<file path="config.mk">
export PLATFORM = sky130hd
export DESIGN_NAME = pll_lock_supervisor_flat
export DESIGN_NICKNAME = d
export VERILOG_FILES = /design/src/rtl/pll_lock_supervisor_if.sv /design/src/rtl/pll_lock_supervisor.sv /design/src/flat_wrapper.sv
export SDC_FILE = /design/constraint.sdc
export NUM_CORES = 1
export LEC_CHECK = 0
export BUFFER_PORTS_ARGS = -buffer_cell sky130_fd_sc_hd__buf_2
export CORE_ASPECT_RATIO = 0.9
export CORE_MARGIN = 2
export CORE_UTILIZATION = 53
export DETAILED_ROUTE_END_ITERATION = 8
export PLACE_DENSITY = 0.75
export SLEW_MARGIN = 15
export SYNTH_ARGS = -nofsm -noshare
export SYNTH_HDL_FRONTEND = slang
export SYNTH_SLANG_ARGS = --single-unit
export TNS_END_PERCENT = 100
</file>
<file path="constraint.sdc">
create_clock -name clkin -period 1.95 [get_ports clkin]
set_input_delay 0.585 -clock clkin [delete_from_list [all_inputs] [get_ports clkin]]
set_output_delay 0.585 -clock clkin [all_outputs]
set_load 0.02 [all_outputs]
</file>
<file path="src/rtl/pll_lock_supervisor_if.sv">
// Signal bundle between a PLL lock supervisor and the PLL / downstream reset tree.
// The PLL side drives pll_lock. The supervisor drives the reset and status outputs.
interface pll_lock_supervisor_if;
  logic       pll_lock;
  logic       pll_reset;
  logic       sys_rst_n;
  logic       locked;
  logic       fail;
  logic [3:0] retry_cnt;
  logic [7:0] unlock_cnt;

  modport master (output pll_lock,
                  input  pll_reset, sys_rst_n, locked, fail, retry_cnt, unlock_cnt);
  modport slave  (input  pll_lock,
                  output pll_reset, sys_rst_n, locked, fail, retry_cnt, unlock_cnt);
endinterface

</file>
<file path="src/rtl/pll_lock_supervisor.sv">
// Sequences the PLL reset pulse, waits for lock, and filters lock for stability.
// Releases the downstream reset only after lock is stable, retries on timeout, and latches FAIL.
module pll_lock_supervisor #(
  parameter int RESET_PULSE   = 16,
  parameter int LOCK_TIMEOUT  = 27000,
  parameter int STABLE_CYCLES = 2700,
  parameter int RETRY_MAX     = 7
) (
  input  logic                 clkin,
  input  logic                 rst_n,
  pll_lock_supervisor_if.slave io
);
  localparam int LW = $clog2(LOCK_TIMEOUT + 1);
  localparam int SW = $clog2(STABLE_CYCLES + 1);
  localparam int MW = (LW > SW) ? LW : SW;
  localparam int CW = (MW > 16) ? MW : 16;

  localparam logic [CW-1:0] CNT_RP = CW'(RESET_PULSE);
  localparam logic [CW-1:0] CNT_LT = CW'(LOCK_TIMEOUT);
  localparam logic [CW-1:0] CNT_ST = CW'(STABLE_CYCLES);
  localparam logic [CW-1:0] CNT_1  = CW'(1);
  localparam logic [3:0]    RMAX   = 4'(RETRY_MAX);

  typedef enum logic [2:0] {PLL_RST, WAIT_LOCK, STABLE, RUN, FAIL} state_t;

  state_t        state_q, state_d;
  logic [CW-1:0] cnt_q, cnt_d;
  logic [1:0]    sync_q;
  logic [3:0]    retry_q, retry_d;
  logic [7:0]    unlock_q, unlock_d;
  logic          pll_reset_q, pll_reset_d;
  logic          sys_rst_n_q, sys_rst_n_d;
  logic          locked_q, locked_d;
  logic          fail_q, fail_d;
  logic          lock_s;

  assign lock_s = sync_q[1];

  always_comb begin
    state_d  = state_q;
    cnt_d    = cnt_q;
    retry_d  = retry_q;
    unlock_d = unlock_q;
    case (state_q)
      PLL_RST: begin
        if (cnt_q == CNT_1) begin
          state_d = WAIT_LOCK;
          cnt_d   = CNT_LT;
        end else begin
          cnt_d = cnt_q - CNT_1;
        end
      end
      // A lock seen on the timeout cycle takes priority over the retry.
      WAIT_LOCK: begin
        if (lock_s) begin
          state_d = STABLE;
          cnt_d   = CNT_ST;
        end else if (cnt_q == CNT_1) begin
          if (retry_q < RMAX) begin
            retry_d = retry_q + 4'd1;
            state_d = PLL_RST;
            cnt_d   = CNT_RP;
          end else begin
            state_d = FAIL;
          end
        end else begin
          cnt_d = cnt_q - CNT_1;
        end
      end
      STABLE: begin
        if (!lock_s) begin
          state_d = WAIT_LOCK;
          cnt_d   = CNT_LT;
        end else if (cnt_q == CNT_1) begin
          state_d = RUN;
          retry_d = 4'd0;
        end else begin
          cnt_d = cnt_q - CNT_1;
        end
      end
      RUN: begin
        if (!lock_s) begin
          if (unlock_q != 8'hFF) unlock_d = unlock_q + 8'd1;
          state_d = PLL_RST;
          cnt_d   = CNT_RP;
        end
      end
      FAIL: state_d = FAIL;
      default: begin
        state_d = PLL_RST;
        cnt_d   = CNT_RP;
      end
    endcase
    // Outputs are decoded from the next state so they switch on the same edge as the state.
    pll_reset_d = (state_d == PLL_RST);
    sys_rst_n_d = (state_d == RUN);
    locked_d    = (state_d == RUN);
    fail_d      = (state_d == FAIL);
  end

  always_ff @(posedge clkin or negedge rst_n) begin
    if (!rst_n) begin
      state_q     <= PLL_RST;
      cnt_q       <= CNT_RP;
      sync_q      <= 2'b00;
      retry_q     <= 4'd0;
      unlock_q    <= 8'd0;
      pll_reset_q <= 1'b1;
      sys_rst_n_q <= 1'b0;
      locked_q    <= 1'b0;
      fail_q      <= 1'b0;
    end else begin
      state_q     <= state_d;
      cnt_q       <= cnt_d;
      sync_q      <= {sync_q[0], io.pll_lock};
      retry_q     <= retry_d;
      unlock_q    <= unlock_d;
      pll_reset_q <= pll_reset_d;
      sys_rst_n_q <= sys_rst_n_d;
      locked_q    <= locked_d;
      fail_q      <= fail_d;
    end
  end

  assign io.pll_reset  = pll_reset_q;
  assign io.sys_rst_n  = sys_rst_n_q;
  assign io.locked     = locked_q;
  assign io.fail       = fail_q;
  assign io.retry_cnt  = retry_q;
  assign io.unlock_cnt = unlock_q;
endmodule

</file>
<file path="src/flat_wrapper.sv">
// flat-port wrapper written by rule: the top's interface ports become plain ports
module pll_lock_supervisor_flat 
#(
  parameter int RESET_PULSE   = 16,
  parameter int LOCK_TIMEOUT  = 27000,
  parameter int STABLE_CYCLES = 2700,
  parameter int RETRY_MAX     = 7
)
  (clkin, rst_n, io_pll_lock, io_pll_reset, io_sys_rst_n, io_locked, io_fail, io_retry_cnt, io_unlock_cnt);
  pll_lock_supervisor_if io_i ();
  input  logic clkin;
  input  logic rst_n;
  input wire logic [$bits(io_i.pll_lock)-1:0] io_pll_lock;
  output wire logic [$bits(io_i.pll_reset)-1:0] io_pll_reset;
  output wire logic [$bits(io_i.sys_rst_n)-1:0] io_sys_rst_n;
  output wire logic [$bits(io_i.locked)-1:0] io_locked;
  output wire logic [$bits(io_i.fail)-1:0] io_fail;
  output wire logic [$bits(io_i.retry_cnt)-1:0] io_retry_cnt;
  output wire logic [$bits(io_i.unlock_cnt)-1:0] io_unlock_cnt;
  assign io_i.pll_lock = io_pll_lock;
  assign io_pll_reset = io_i.pll_reset;
  assign io_sys_rst_n = io_i.sys_rst_n;
  assign io_locked = io_i.locked;
  assign io_fail = io_i.fail;
  assign io_retry_cnt = io_i.retry_cnt;
  assign io_unlock_cnt = io_i.unlock_cnt;
  pll_lock_supervisor #(.RESET_PULSE(RESET_PULSE), .LOCK_TIMEOUT(LOCK_TIMEOUT), .STABLE_CYCLES(STABLE_CYCLES), .RETRY_MAX(RETRY_MAX)) u_core (.clkin(clkin), .rst_n(rst_n), .io(io_i));
endmodule
</file>
# --- Yosys cells after proc, flatten, opt, wreduce, memory -nomap -nowiden ---
# Index checks and enable logic that the tools add are counted.
# Widths: inputs -> output; s select.
totals:
  register_bits: 36
  output_inout_bits: 16
  elab_cells: 58
classes:
  n_addsub: 3
  order_cmp: 1
  n_eq_ne: 16
  n_mux: 22
  n_bitwise: 2
  reduce_logical: 6
op_table:
  columns: ["cell", "n"]
  rows:
  - ["$mux 16", 7]
  - ["$pmux 16 s5", 1]
  - ["$mux 3", 7]
  - ["$mux 4", 5]
  - ["$eq 16x1->1 const B", 1]
  - ["$sub 16x1->16 const B", 1]
  - ["$pmux 3 s5", 1]
  - ["$eq 3x2->1 const B", 3]
  - ["$add 8x1->8 const B", 1]
  - ["$ne 2x1->1 const B", 4]
  - ["$ne 8x8->1 const B", 1]
  - ["$pmux 4 s2", 1]
  - ["$eq 3x3->1 const B", 2]
  - ["$logic_not 3->1", 2]
  - ["$reduce_and 6->1", 1]
  - ["$add 4x1->4 const B", 1]
  - ["$lt 4x3->1 const B", 1]
  - ["$ne 2x2->1 const B", 2]
  - ["$ne 4x2->1 const B", 1]
  - ["$reduce_and 4->1", 1]
  - ["$eq 3x1->1 const B", 1]
  - ["$ne 3x3->1 const B", 1]
  - ["$reduce_and 3->1", 1]
  - ["$not 1->1", 2]
  - ["$reduce_bool 2->1", 1]

# --- Longest topological paths before layout ---
# Gate-level depths: netlist of run 1.
depth:
  word_depth: 6
  ltp_mapped: 9
  mapped_depth_nobuf: 8

# --- Worst setup path before layout of run 1 ---
# Ideal clock, no wire load.
synth_timing:
  path_type: "register to register"
  from: "register u_core.cnt_q[1]"
  to: "register u_core.cnt_q[10]"
  setup_time_ns: 0.096
  arrival_time_ns: 1.889
  path_slack_ns: -0.035
  path_stages_with_launch: 10
  n_path_buf: 1
  period_less_slack_ns: 1.985
  path_cell_list: "dfrtp_1 -> inv_1 -> ha_1 -> nor4b_1 -> nand4_2 -> o31ai_2 -> a21o_4 -> buf_6 -> o21ai_1 -> o31ai_1"
synth_via:
  elab_chain_len: 4
  word_cells_on_any_way: 11
  cone_classes: "add/sub: 1; eq/ne: 3; mux: 6; reduce/logical: 1"
synth_rtl:
  columns: ["element", "line", "rtl"]
  rows:
  - ["from (decl)", "pll_lock_supervisor.sv:27", "logic [CW-1:0] cnt_q, cnt_d;"]
  - ["from (signal assigned)", "pll_lock_supervisor.sv:114", "cnt_q <= cnt_d;"]
  - ["$sub 16x1->16 or $eq 16x1->1 (tied branches)", null, null]
  - ["$mux 16, on equally long branches", "pll_lock_supervisor.sv:74, pll_lock_supervisor.sv:58", null]
  - ["$mux 16, on equally long branches", "pll_lock_supervisor.sv:71, pll_lock_supervisor.sv:55", null]
  - ["$pmux 16 s5", "pll_lock_supervisor.sv:44", "case (state_q)"]
# Several ways; a longest one is shown, not always the timed one. The select of a mux whose other input is x is not followed.
# A chain may end at the register's enable or synchronous reset.

# --- Worst setup path after layout of run 1 ---
layout_timing:
  from: "register u_core.cnt_q[1]"
  to: "register u_core.cnt_q[3]"
# The elaborated chain is that of the path after synthesis.

==> impl_metrics.toml, run 1 <==
[outcome]
status = "complete, but fails checks"
violations = "setup timing"

[timing]
finalHoldViolCount = 0
setup_viol = 6
slew_violations = 0
slew_headroom = 0.6916
skew_ns = 0.006040
rsz0062_at_grt = "yes"
maxClockFrequency_ghz = 0.5022
timing.final.crit_period_ns = 1.991
tightest_slew_ns = 0.4627
layout_setup_ws_ns = -0.04122
setup_tns_ns = -0.07978
fin_crit_sh = 1.021
hold_ws_ns = 0.2367

[logic_synthesis]
synth_nets = 247
ys_ff_latch = 36
netlist_top_cells_area = "dfrtp_1, nand2_1, o21ai_1, nor2_1, a21oi_1"
async_reset_ff_frac = 1.000
synth-edff-count = 0
ys.flop_type = "dfrtp_1"
yosys_warnings = 0
ys_seq_area_frac = 0.4360
synth_area_per_cell_sq_um = 8.633
synth_cell_types = 49
syn_inst = 240
synth_top_area_frac = 0.4106
yosysTopAreaCell = "dfrtp_1"
syn_area_sq_um = 2072

[finish]
seq_area_sq_um = 903.4
nFillCells = 247
instances_no_fill = 357
final_util = 0.7582
synthToLayoutAreaGrowth_pct = 36.53
multi_input_area_sq_um = 1272
nets = 317
drive_above_1_share = 0.3537
diodes = 0

[grt]
grt_overflow_total = 0
grt_util_all_layers = 0.2818
grt_max_degree = 22
grt_pass1_vias = 2072
grt_antenna_before_repair = 0
grt_pass1_wl_um = 9867

[worst_setup_path]
path_buf_inv = 1
crit_path_start_kind = "register"
cp_cell_sequence = "inv_2, ha_4, nor4b_4, nand4_4, a211oi_4, a21o_4, o21bai_1, a22o_1"
path_class = "reg -> reg"
crit_slowest_cell = "dfrtp_1"
cp.arrival_ns = 2.23
critPathTopFamily = "compound AO/OA/AOI/OAI gates"
slowest_delay_ns = 0.39
crit_path_end_kind = "register"
cp_max_fo = 8
worstPathRequired_ns = 2.19

[power]
power_leakage_nw = 1.278
vdd_drop_max_v = 0.0004515
p_per_area_nw_per_um2 = 520.7
total_power_mw = 1.473

[cts]
htreeDepth = 2
hold_buffers = 0
cts_tree = "done"
clk_latency_ns = 0.29
clkTransAtPathRegs_ns = 0.07
clockBufferDepth = 2
clock-root-buffer = "clkbuf_8"
numCtsBuffers = 5
clock-sinks = 36

[floorplan]
die_x_um = 69.91
start_util = 0.5553
rows = 21
core_area_sq_um = 3731
die_h_um = 63.32
die-area_sq_um = 4426
ios = 19

[route]
via_per_inst = 6.325
drt-wirelength-per-cell_um = 18.01
vias = 2258
wirelength_um = 6430
first_pass_iters = 5
drc = 0
first_iter_violations = 252
ant_nets = 0

[placement]
dp_hpwl_um = 4099
place_congestion = 0.9561
post-place-cells = 341
portBuffers = 18

[run]
cap_violations = 0

[worst_hold_path]
hold_path.class = "in -> async"
-- report_power, final --
part | switching [mW] | leakage (nW) | internal (mW)
Combinational | 0.0860 | 0.814 | 0.0710
Sequential | 0.0181 | 0.422 | 0.774
Clock | 0.273 | 0.0422 | 0.251
Total | 0.377 | 1.28 | 1.10
-- metal layers --
metal / track usage / share of wire / routed length [um] / vias up
met5: 0 / 0 / 0 / -
met4: 0.08894 / 0.040 / 256 / 0
met3: 0.07680 / 0.10 / 654 / 33
met2: 0.4369 / 0.45 / 2892 / 157
met1: 0.3854 / 0.41 / 2626 / 1064
li1: - / - / - / 1004
-- synthesized netlist by cell type, drive strengths merged, types with 3 or more instances --
| master | number |
|---|---|
| dfrtp | 34 |
| or3 | 4 |
| inv | 8 |
| a21oi | 12 |
| o31ai | 6 |
| ha | 4 |
| nand3 | 11 |
| o21ai | 32 |
| nor2 | 26 |
| and3 | 4 |
| a31oi | 3 |
| nand2 | 28 |
| nor4 | 3 |
| xor2 | 4 |
| xnor2 | 5 |
| nand2b | 4 |
| clkbuf | 6 |
| nor3 | 12 |
-- state kept, by name, summed over array words and instances (netlist names) --
name / cells
u_core.io.pll_reset: 1
u_core.io.fail: 1
u_core.io.sys_rst_n: 1
u_core.cnt_q: 16
u_core.io.unlock_cnt: 8
u_core.state_q: 3
u_core.sync_q: 2
u_core.io.retry_cnt: 4
-- layout make-up --
class,count,share of cell area
Clock buffer,7,0.02698
Clock inverter,1,0.001769
Inverter,8,0.01061
Multi-Input combinational cell,189,0.4498
Sequential cell,36,0.3193
Tap cell,46,0.02035
Timing Repair Buffer,70,0.1712
-- timing repair --
| action | 4_1_cts | 5_1_grt |
|---|---|---|
| pin swaps | 5 | 6 |
| buffers inserted | 2 | 5 |
| gates resized for setup | 12 | 18 |
| gates cloned | 1 | 0 |
| setup endpoints to repair | 18 | 21 |
-- path summary, 6_finish.rpt --
path | from | endpoint | slack (ns) | cells past startpoint
worst max-delay path | u_core.cnt_q[1]$_DFFE_PN0P_ | u_core.cnt_q[3]$_DFFE_PN0P_ | -0.04 | 8
worst min-delay path | rst_n | u_core.cnt_q[3]$_DFFE_PN0P_ | 0.24 | 1
worst min register to register | u_core.sync_q[0]$_DFF_PN0_ | u_core.sync_q[1]$_DFF_PN0_ | 0.37 | 0
min in group clkin | u_core.sync_q[0]$_DFF_PN0_ | u_core.sync_q[1]$_DFF_PN0_ | 0.37 | 0
max in group asynchronous | rst_n | u_core.io.pll_reset$_DFF_PN1_ | 1.13 | 2
worst max register to register | u_core.cnt_q[1]$_DFFE_PN0P_ | u_core.cnt_q[3]$_DFFE_PN0P_ | -0.04 | 8
-- cell families after synthesis --
family                     Yosys count  synth area share
AOI/OAI and AO/OA                   71            0.2156
xor gates and xnor gates             9           0.03804
adders and majority gates            4           0.02416
buffers and inverters               16           0.03442
DFF                                 36            0.4360
muxes                                2           0.01027
and+or+nand+nor                    102            0.2415
-- cells in the final DEF, fill, tap and decap left out, types with 6 or more instances in the layout --
cell / synthesis / routed
a21oi_1: 12 / 12
buf_2: 0 / 18
buf_4: 1 / 51
dfrtp_1: 34 / 34
inv_1: 7 / 6
nand2_1: 28 / 27
nand3_1: 11 / 10
nor2_1: 26 / 24
nor3_1: 12 / 7
o21ai_0: 12 / 12
o21ai_1: 20 / 16
-- per-stage QoR --
step	cell area (sq um)	setup WS (ns)
after CTS	2701	0.001761
after floorplan	2087	0.03658
after global placement	2531	-0.04698
after global routing	2829	-0.1450
final	2829	-0.04122
after detailed placement	2531	-0.1061
(Power assumes the default switching activity.)
==> inputs of run 2 (changes only) <==
--- a/config.mk
+++ b/config.mk
@@ -6,11 +6,12 @@
 export NUM_CORES = 1
 export LEC_CHECK = 0
 export BUFFER_PORTS_ARGS = -buffer_cell sky130_fd_sc_hd__buf_2
-export CORE_ASPECT_RATIO = 0.9
+export CORE_ASPECT_RATIO = 1.75
 export CORE_MARGIN = 2
-export CORE_UTILIZATION = 53
+export CORE_UTILIZATION = 55
+export CTS_BUF_LIST = sky130_fd_sc_hd__clkbuf_4
 export DETAILED_ROUTE_END_ITERATION = 8
-export PLACE_DENSITY = 0.75
+export PLACE_DENSITY = 0.78
 export SLEW_MARGIN = 15
 export SYNTH_ARGS = -nofsm -noshare
 export SYNTH_HDL_FRONTEND = slang
==> impl_metrics.toml, run 2 (synthesis gave the netlist of run 1 again) <==
[run]
cap_violations = 0

[timing]
setup_viol = 13
tightest_slew_ns = 0.4546
slew_headroom = 0.6970
layout_setup_ws_ns = -0.09285
slew_violations = 0
fin_crit_sh = 1.048
maxClockFrequency_ghz = 0.4895
rsz0062_at_grt = "yes"
finalHoldViolCount = 0
setup_tns_ns = -0.7945
timing.final.crit_period_ns = 2.043
skew_ns = 0.01218

[worst_setup_path]
crit_path_end = "u_core.cnt_q[3]$_DFFE_PN0P_"
cp_cell_sequence = "nor4_4, nand4_2, buf_6, a211oi_4, a21o_4, o21bai_1, a22o_1"
critPathTopFamily = "compound AO/OA/AOI/OAI gates"
crit_path_end_kind = "register"
cp.arrival_ns = 2.34
reg2reg_depth = 7
path_class = "reg -> reg"
crit_slowest_cell = "dfrtp_2"
cp_max_fo = 8
path_buf_inv = 1
worstReg2RegStart = "u_core.cnt_q[13]$_DFFE_PN0P_"
slowest_delay_ns = 0.48
cp-startpoint = "u_core.cnt_q[13]$_DFFE_PN0P_"
timing.rr.end = "u_core.cnt_q[3]$_DFFE_PN0P_"
worstPathRequired_ns = 2.25
crit_path_start_kind = "register"
cp_num_cells = 7
rrSetupSlack_ns = -0.09

[cts]
clk_latency_ns = 0.35
cts_tree = "done"
numCtsBuffers = 5
clockBufferDepth = 2
htreeDepth = 2
clock-root-buffer = "clkbuf_4"
clkTransAtPathRegs_ns = 0.12
hold_buffers = 0
clock-sinks = 36

[route]
drc = 0
ant_nets = 0
first_iter_violations = 121
via_per_inst = 6.140
first_pass_iters = 4
drt-wirelength-per-cell_um = 18.04
wirelength_um = 6586
vias = 2241

[power]
clkPwrFrac = 0.295
pwr-share-seq = 0.594
total_power_mw = 1.340
swShare = 0.2733
switchingPower_uw = 366.1
p_comb_frac = 0.111
power_leakage_nw = 1.320
vdd_drop_max_v = 0.0004184
internal-power_uw = 973.6
p_per_area_nw_per_um2 = 466.4

[placement]
dp_hpwl_um = 4669
placed_area_sq_um = 2581
place_congestion = 0.9735
portBuffers = 18

[grt]
grt_pass1_vias = 2174
grt_max_degree = 21
grt_overflow_total = 0
grt_pass1_wl_um = 10010
grt_antenna_before_repair = 0
grt_util_all_layers = 0.3143

[finish]
drive_above_1_share = 0.3918
final_common_cell = "buf_4"
layout_common_cells = "buf_4, dfrtp_1, nand2_1, nor2_1, buf_2"
largest-register = "u_core.cnt_q"
diodes = 0
largest_reg_flops = 16
nets = 325
nFillCells = 250
design_area_sq_um = 2873
final_util = 0.7917
synthToLayoutAreaGrowth_pct = 38.65

[floorplan]
core_area_sq_um = 3628
die_x_um = 50.40
start_util = 0.5710
die-area_sq_um = 4293
ios = 19
rows = 29
die_h_um = 85.20

[outcome]
violations = "setup timing"
status = "complete, but fails checks"

[worst_hold_path]
hold_path.class = "in -> async"
## run 2: power by group through the flow
stage	logic [mW]	clock network [mW]	registers (mW)
2_1_floorplan	0.0464	0	0.813
3_3_place_gp	0.139	0	0.802
3_5_place_dp	0.141	0	0.804
4_1_cts	0.143	0.394	0.790
5_1_grt	0.160	0.417	0.797
6_report	0.149	0.395	0.796
## run 2: metrics by stage
step / hold slack [ns] / worst slack [ns] / std cells
2_1_floorplan: 0.2894 / 0.03658 / 240
3_3_place_gp: 0.3369 / -0.02137 / 346
3_5_place_dp: 0.3426 / -0.07556 / 346
4_1_cts: 0.1805 / -0.002507 / 356
5_1_grt: 0.1834 / -0.2005 / 365
6_report: 0.1610 / -0.09285 / 365
## run 2: layout make-up
class,count,area (sq um),area share
Multi-Input combinational cell,189,1267,0.4412
Timing Repair Buffer,78,560.5,0.1951
Inverter,8,30.03,0.01045
Clock buffer,5,37.54,0.01307
Tap cell,46,57.56,0.02003
Clock inverter,3,13.76,0.004791
Sequential cell,36,905.9,0.3153
## run 2: what timing repair did
item | CTS | global route
cloned | 1 | 0
buffers inserted | 1 | 9
endpoints found under the hold margin | 0 | 0
resized for setup | 11 | 27
pin swaps | 4 | 16
setup endpoints to repair | 9 | 21
## run 2: how the worst min path moves through the flow
stage,start,end,slack [ns],depth (start not counted)
3_5_place_dp,u_core.sync_q[0]$_DFF_PN0_,u_core.sync_q[1]$_DFF_PN0_,0.34,0
6_report,rst_n,u_core.cnt_q[10]$_DFFE_PN0P_,0.16,1
3_3_place_gp,u_core.sync_q[0]$_DFF_PN0_,u_core.sync_q[1]$_DFF_PN0_,0.34,0
5_1_grt,rst_n,u_core.cnt_q[12]$_DFFE_PN0P_,0.18,1
2_1_floorplan,rst_n,u_core.cnt_q[0]$_DFFE_PN0P_,0.29,0
4_1_cts,rst_n,u_core.cnt_q[15]$_DFFE_PN0P_,0.18,1
## run 2: worst register-to-register path, stage by stage, from the launching register on
cell and delay (ns):
dfrtp_2 0.48, nor4_4 0.36, nand4_2 0.17, buf_6 0.18
a211oi_4 0.29, a21o_4 0.20, o21bai_1 0.16, a22o_1 0.15
## run 2: metal layers
layer	share of wire	track usage	up-vias
li1	-	-	1019
met1	0.34	0.3093	1053
met2	0.54	0.5610	125
met3	0.049	0.05458	44
met4	0.069	0.2408	0
met5	0	0	-
